## src/rtl/sram_input_ctrl.sv

```systemverilog
// Shares the 2048x32 input SRAM between a host write port and a burst reader.
// Reads return one cycle after grant; writes complete on grant; no read backpressure.
module sram_input_ctrl #(
  parameter int ADDR_W = 11,
  parameter int DATA_W = 32,
  parameter int LEN_W  = 12
) (
  input  logic              CLK,
  input  logic              reset,
  input  logic              wr_valid,
  output logic              wr_ready,
  input  logic [ADDR_W-1:0] wr_addr,
  input  logic [DATA_W-1:0] wr_data,
  input  logic              rd_start,
  input  logic [ADDR_W-1:0] rd_base,
  input  logic [LEN_W-1:0]  rd_len,
  output logic              rd_busy,
  output logic              rd_data_valid,
  output logic [DATA_W-1:0] rd_data,
  output logic              rd_last,
  output logic              rd_done,
  output logic              sram_cen,
  output logic              sram_wen,
  output logic [ADDR_W-1:0] sram_a,
  output logic [DATA_W-1:0] sram_d,
  input  logic [DATA_W-1:0] sram_q
);

  typedef enum logic [1:0] {IDLE, BURST, DRAIN} state_t;

  state_t            state, state_nxt;
  logic [ADDR_W-1:0] cur_addr, cur_addr_nxt;
  logic [LEN_W-1:0]  remaining, remaining_nxt;
  logic [ADDR_W-1:0] a_q;
  logic [DATA_W-1:0] d_q;
  logic              last_grant_w;
  logic              req_w, req_r, gnt_w, gnt_r;
  logic              done_set, last_set;
  logic              dv_q, last_q, done_q;

  // Round-robin: on conflict the requester that lost last time wins.
  always_comb begin
    req_w = wr_valid && !reset;
    req_r = (state == BURST) && !reset;
    gnt_w = req_w && (!req_r || !last_grant_w);
    gnt_r = req_r && (!req_w || last_grant_w);
  end

  always_comb begin
    state_nxt     = state;
    cur_addr_nxt  = cur_addr;
    remaining_nxt = remaining;
    done_set      = 1'b0;
    last_set      = 1'b0;
    case (state)
      IDLE: begin
        if (rd_start) begin
          if (rd_len == '0) begin
            done_set = 1'b1;
          end else begin
            cur_addr_nxt  = rd_base;
            remaining_nxt = rd_len;
            state_nxt     = BURST;
          end
        end
      end
      BURST: begin
        if (gnt_r) begin
          cur_addr_nxt  = cur_addr + ADDR_W'(1);
          remaining_nxt = remaining - LEN_W'(1);
          if (remaining == LEN_W'(1)) begin
            state_nxt = DRAIN;
            last_set  = 1'b1;
            done_set  = 1'b1;
          end
        end
      end
      DRAIN:   state_nxt = IDLE;
      default: state_nxt = IDLE;
    endcase
  end

  // Address and data buses hold their last driven value when the SRAM is idle.
  always_comb begin
    sram_cen = !(gnt_w || gnt_r);
    sram_wen = !gnt_w;
    if (reset)      sram_a = '0;
    else if (gnt_w) sram_a = wr_addr;
    else if (gnt_r) sram_a = cur_addr;
    else            sram_a = a_q;
    if (reset)      sram_d = '0;
    else if (gnt_w) sram_d = wr_data;
    else            sram_d = d_q;
  end

  always_ff @(posedge CLK) begin
    if (reset) begin
      state        <= IDLE;
      cur_addr     <= '0;
      remaining    <= '0;
      last_grant_w <= 1'b0;
      a_q          <= '0;
      d_q          <= '0;
      dv_q         <= 1'b0;
      last_q       <= 1'b0;
      done_q       <= 1'b0;
    end else begin
      state     <= state_nxt;
      cur_addr  <= cur_addr_nxt;
      remaining <= remaining_nxt;
      if (gnt_w || gnt_r) begin
        last_grant_w <= gnt_w;
        a_q          <= sram_a;
      end
      if (gnt_w) d_q <= wr_data;
      dv_q   <= gnt_r;
      last_q <= last_set;
      done_q <= done_set;
    end
  end

  // Registered flags are masked while reset is held so an aborted burst leaves no trace.
  assign wr_ready      = gnt_w;
  assign rd_busy       = (state != IDLE) && !reset;
  assign rd_data_valid = dv_q && !reset;
  assign rd_last       = last_q && !reset;
  assign rd_done       = done_q && !reset;
  assign rd_data       = sram_q;

endmodule

```

## config.mk

```make
export PLATFORM = sky130hd
export DESIGN_NAME = sram_input_ctrl
export DESIGN_NICKNAME = d
export VERILOG_FILES = /design/src/rtl/sram_input_ctrl.sv
export SDC_FILE = /design/constraint.sdc
export NUM_CORES = 1
export LEC_CHECK = 0
export ABC_AREA = 1
export BUFFER_PORTS_ARGS = -buffer_cell sky130_fd_sc_hd__buf_2
export CAP_MARGIN = 5
export CORE_MARGIN = 2
export CORE_UTILIZATION = 45
export DETAILED_ROUTE_END_ITERATION = 6
export GPL_TIMING_DRIVEN = 0
export PLACE_DENSITY_LB_ADDON = 0.12
export SLEW_MARGIN = 10
export SYNTH_ARGS = -nofsm -noshare
export SYNTH_HDL_FRONTEND = slang
export SYNTH_SLANG_ARGS = --single-unit
```

## constraint.sdc

```tcl
create_clock -name CLK -period 1.9 [get_ports CLK]
set_clock_uncertainty 0.05 [all_clocks]
set_input_delay 0.19 -clock CLK [delete_from_list [all_inputs] [get_ports CLK]]
set_output_delay 0.19 -clock CLK [all_outputs]
set_load 0.03 [all_outputs]
```

Word level (Yosys, flattened, before mapping)
Index checks and enable logic that the tools add are counted.

cells by class
  add/sub/neg operators = 2
  equality and inequality tests = 6
  mux-type cells = 23
  bitwise logic cells = 1
  reduce and logical (&&, ||, !) cells = 24

operators with widths
  cell                   number
  $mux 11                6
  $mux 32                2
  $mux 12                3
  $pmux 12 s2            1
  $pmux 11 s2            1
  $eq 12x1->1 const B    1
  $logic_not 12->1       1
  $sub 12x1->12 const B  1
  $add 11x1->11 const B  1
  $logic_and 1x1->1      8
  $mux 2                 4
  $reduce_and 4->1       2
  $logic_not 1->1        6
  $ne 2x2->1 const B     3
  $mux 1                 4
  $pmux 2 s2             1
  $reduce_bool 2->1      2
  $logic_or 1x1->1       3
  $eq 2x1->1 const B     1
  $logic_not 2->1        1
  $ne 2x1->1 const B     1
  $pmux 1 s2             1
  $reduce_or 2->1        1
  $not 1->1              1

word-level totals
  bits in registers = 72
  input bits = 102
  output and inout port bits = 82
  word-level logic and storage cells = 65

Logic depth before layout (Yosys ltp)
  depth after elaboration = 8
  gate-level depth with buffers = 10
  mapped depth without buffers = 9

Worst setup path before layout
OpenSTA, ideal clock, no wires.

  path kind = reg2out
  start = reg state[1]
  end = out sram_a[0]
  arrival time = 1.730 ns
  required time = 1.660 ns
  path slack = -0.070 ns
  stages on the path, launching flop included = 9
  path buffers = 1
  cell sequence = dfxtp_1 inv_2 nand2_4 nor2_2 a21oi_4 nor2_1 buf_4 nand2_1 a31oi_1

between the ends
  word-level cells in the longest chain between the ends = 7
  elaborated cells between the ends (all ways) = 9
  classes of those cells = 1 x eq/ne; 3 x mux; 5 x reduce/logical

RTL lines
  what                      RTL line  RTL
  start: declaration        31        state_t state, state_nxt;
  start signal: assignment  108       state <= state_nxt;
  $eq 2x1->1 *              44        req_r = (state == BURST) && !reset;
  $logic_and 1x1->1 *       44
  $logic_not 1->1           45        gnt_w = req_w && (!req_r || !last_grant_w);
  $logic_or 1x1->1          45
  $logic_and 1x1->1         45
  $mux 11 *                 88        else if (gnt_w) sram_a = wr_addr;
  $mux 11 *                 87        if (reset) sram_a = '0;
  end: declaration          24        output logic [ADDR_W-1:0] sram_a,

Mark *: on every way between the ends. The rest lies on a longest branch, timed or not.

Worst setup path in the final report
  start = reg state[1]
  end = out sram_a[5]

The elaborated chain is that of the path after synthesis.

==> impl_metrics.env <==
export IMPL_vdd_drop_max_uv=565
export IMPL_synth_top_cell_area_share=0.385
export IMPL_nNetsFinal=848
export IMPL_dp_hpwl_mm=8.00
export IMPL_seq_area_frac_synth=0.385
export IMPL_setup_worst_path_end_class="output pin"
export IMPL_clockPowerShare=0.277
export IMPL_layout_drive_gt1_share=0.385
export IMPL_finalNonFillerCells=853
export IMPL_drtPass1Iterations=5
export IMPL_powerDensity_nw_per_um2=775
export IMPL_coreArea_sq_um=8130
export IMPL_ioPinCount=184
export IMPL_critPathBufInv=4
export IMPL_timing_rr_start="state[1]"
export IMPL_hold_path_class="in -> reg"
export IMPL_yosys_warnings=0
export IMPL_synth_cells=556
export IMPL_antenna_cells=0
export IMPL_p_sw_uw=1510
export IMPL_internal_power_uw=2780
export IMPL_path_cells="inv_4, nand2_8, nor2_4, a21oi_4, buf_6, nor2_4, buf_8, nand2_4, a31oi_4, buf_6"
export IMPL_path_clk_slew_ns=0.08
export IMPL_vias=4304
export IMPL_synth_flop_cell="dfxtp_1"
export IMPL_port_buffers=151
export IMPL_crit_fanout=5
export IMPL_violations="negative setup slack"
export IMPL_min_path_cells=3
export IMPL_yosys_area_top_type="dfxtp_1"
export IMPL_cp_start_kind="flop"
export IMPL_hold_buffers=0
export IMPL_root_buffer="clkbuf_8"
export IMPL_syn_area_per_cell_sq_um=6.73
export IMPL_slowest_delay_ns=0.36
export IMPL_die_area_sq_um=9060
export IMPL_seqPwrFrac=0.407
export IMPL_cp_num_cells=10
export IMPL_grt_usage=0.257
export IMPL_grt_first_pass_wirelength_mm=18.1
export IMPL_fin_ws_ns=-0.215
export IMPL_critPathTopFamily="buffers and inverters"
export IMPL_min_from="wr_data[4]"
export IMPL_fmax_ghz=0.473
export IMPL_path_class="reg -> out"
export IMPL_cts_buffers=9
export IMPL_drtIter0Drc=178
export IMPL_drt_wirelength_per_cell_microns=13.9
export IMPL_drtAntennaViolNets=0
export IMPL_finalSetupViolCount=43
export IMPL_ys_async_sr_fraction=0
export IMPL_critPathArrivalTime_ns=1.88
export IMPL_fin_area_sq_um=5540
export IMPL_drv_cap=0
export IMPL_power_frac_comb=0.316
export IMPL_place_ws_ns=-0.167
export IMPL_p_leak_uw=0.00264
export IMPL_place_gp_congestion=0.920
export IMPL_fin_util=0.681
export IMPL_hold_viol_final=0
export IMPL_rows=33
export IMPL_worst_r2r_path_depth=11
export IMPL_routed_wl_mm=11.8
export IMPL_dp_cells=812
export IMPL_finalCriticalPeriod_ns=2.12
export IMPL_synth_distinct_cells=33
export IMPL_synthTopCellsByArea="dfxtp_1, nor2_1, nand2_1, o21ai_0, buf_4"
export IMPL_slew_violations=0
export IMPL_antenna_found_initial=0
export IMPL_rsz0062_at_grt="true"
export IMPL_die_h_microns=95.2
export IMPL_startpoint="state[1]"
export IMPL_start_util=0.460
export IMPL_grt_max_degree=13
export IMPL_cts_tree="done"
export IMPL_grt_pass1_vias=3907
export IMPL_clock_path_buffers=2
export IMPL_clock_latency_ns=0.35
export IMPL_worstMarginPinSlew_ns=0.940
export IMPL_synth_edf_count=0
export IMPL_htree_levels=3
export IMPL_fin_crit_sh=1.11
export IMPL_clock_sinks=72
export IMPL_critical_path_required_ns=1.66
export IMPL_syn_nets=661
export IMPL_netlist_area_sq_um=3740
export IMPL_vias_per_cell=5.05
export IMPL_ys_ff_latch=72
export IMPL_area_growth_pct=47.9
export IMPL_grt_overflow_total=0
export IMPL_die_x_microns=95.2
export IMPL_drc=0
export IMPL_switching_share=0.353
export IMPL_slew_headroom=0.373
export IMPL_status="finished with violations"
export IMPL_cp_slowest_cell="dfxtp_4"
export IMPL_post_dp_cell_area_sq_um=4690
-- layout make-up --
class / instances / area [sq um]
fillers: 736 / 2600
multi-input cells: 393 / 2050
flip-flops and latches: 72 / 1450
repair buffers: 178 / 1150
plain buffers: 56 / 423
inverters: 33 / 141
well taps: 105 / 131
clock buffers: 10 / 128
clock inverters: 6 / 60.1
-- routing by layer --
metal	up-vias	part of all wire	wire, microns	GRT usage
met2	189	0.49	5830	0.448
met3	22	0.090	1070	0.0640
met1	1948	0.40	4740	0.307
met4	0	0.018	214	0.0857
met5	-	0	0	0
li1	2145	-	-	-
-- cells by family after synthesis --
| kind of cell | count (synthesis) | share of synthesized area |
|---|---|---|
| flops | 72 | 0.385 |
| fa+ha+maj | 3 | 0.0100 |
| compound gates | 109 | 0.159 |
| buf+inv | 91 | 0.134 |
| simple gates | 279 | 0.306 |
| xor+xnor | 2 | 0.00468 |
-- placed cells by master, fill, tap and decap left out, types with 6 or more instances in the layout --
| master | Yosys | routed |
|---|---|---|
| nor2_1 | 125 | 116 |
| buf_2 | 10 | 110 |
| nand2_1 | 114 | 105 |
| buf_4 | 35 | 84 |
| dfxtp_1 | 72 | 70 |
| o21ai_0 | 55 | 49 |
| inv_1 | 30 | 30 |
| a21oi_1 | 26 | 26 |
| buf_6 | 2 | 25 |
| nand3_1 | 23 | 23 |
| a31oi_1 | 23 | 14 |
| clkbuf_1 | 11 | 9 |
| clkbuf_8 | 0 | 9 |
| nor2_4 | 2 | 7 |
| nand2_4 | 1 | 7 |
| a31oi_4 | 0 | 7 |
| nor2_2 | 2 | 6 |
-- flip-flops by register name, summed over array words and instances, names as in the netlist --
name	flops
a_q	11
cur_addr	11
d_q	32
done_q	1
dv_q	1
last_grant_w	1
last_q	1
remaining	12
state	2
-- metrics by stage --
stage	total power, uW	TNS (ns)	hold slack, ns
finish	4290	-5.60	0.0545
global route	4520	-9.58	0.0631
floorplan	2580	0	0.300
global placement	2900	-2.05	0.396
CTS	4240	-6.81	0.0551
detailed placement	2920	-2.94	0.404
-- worst paths after layout --
| path | end | slack (ns) |
|---|---|---|
| worst max-delay path | sram_a[5] | -0.22 |
| worst min-delay path | d_q[4] | 0.05 |
| worst min register to register | a_q[9] | 0.44 |
| worst max register to register | remaining[4] | 0.08 |
-- synthesized netlist by cell type (2+ instances only) --
library cell,instances
nand3_1,23
xnor2_1,2
clkbuf_1,11
nor2_2,2
a21oi_1,26
nor3_1,2
buf_2,10
nor2_4,2
o21ai_0,55
nand4_1,3
buf_6,2
inv_1,30
dfxtp_1,72
nand2_1,114
buf_4,35
inv_2,2
ha_1,3
a31oi_1,23
nor2_1,125
-- worst reg2reg max path: stages (launching register included) --
cell and delay, ns:
dfxtp_4 0.36, inv_4 0.08, nand2_8 0.06, buf_4 0.13, buf_4 0.16, a21oi_2 0.20
nor2_4 0.07, nand3_4 0.15, inv_4 0.10, buf_6 0.16, a21oi_1 0.13, nor2_1 0.06
-- power groups by stage --
stage	Combinational [uW]	Clock [uW]	Sequential [uW]
3_3_place_gp	1140	0	1760
3_5_place_dp	1150	0	1770
4_1_cts	1310	1200	1740
6_report	1360	1190	1750
2_1_floorplan	837	0	1740
5_1_grt	1490	1270	1760
-- what timing repair did --
item / 4_1_cts / 5_1_grt
hold endpoints to repair: 0 / 0
pin swaps: 19 / 17
setup endpoints to repair: 46 / 55
resized for setup: 111 / 38
setup buffers: 16 / 5
cloned: 3 / 3
Power figures use the tool's default switching activity.
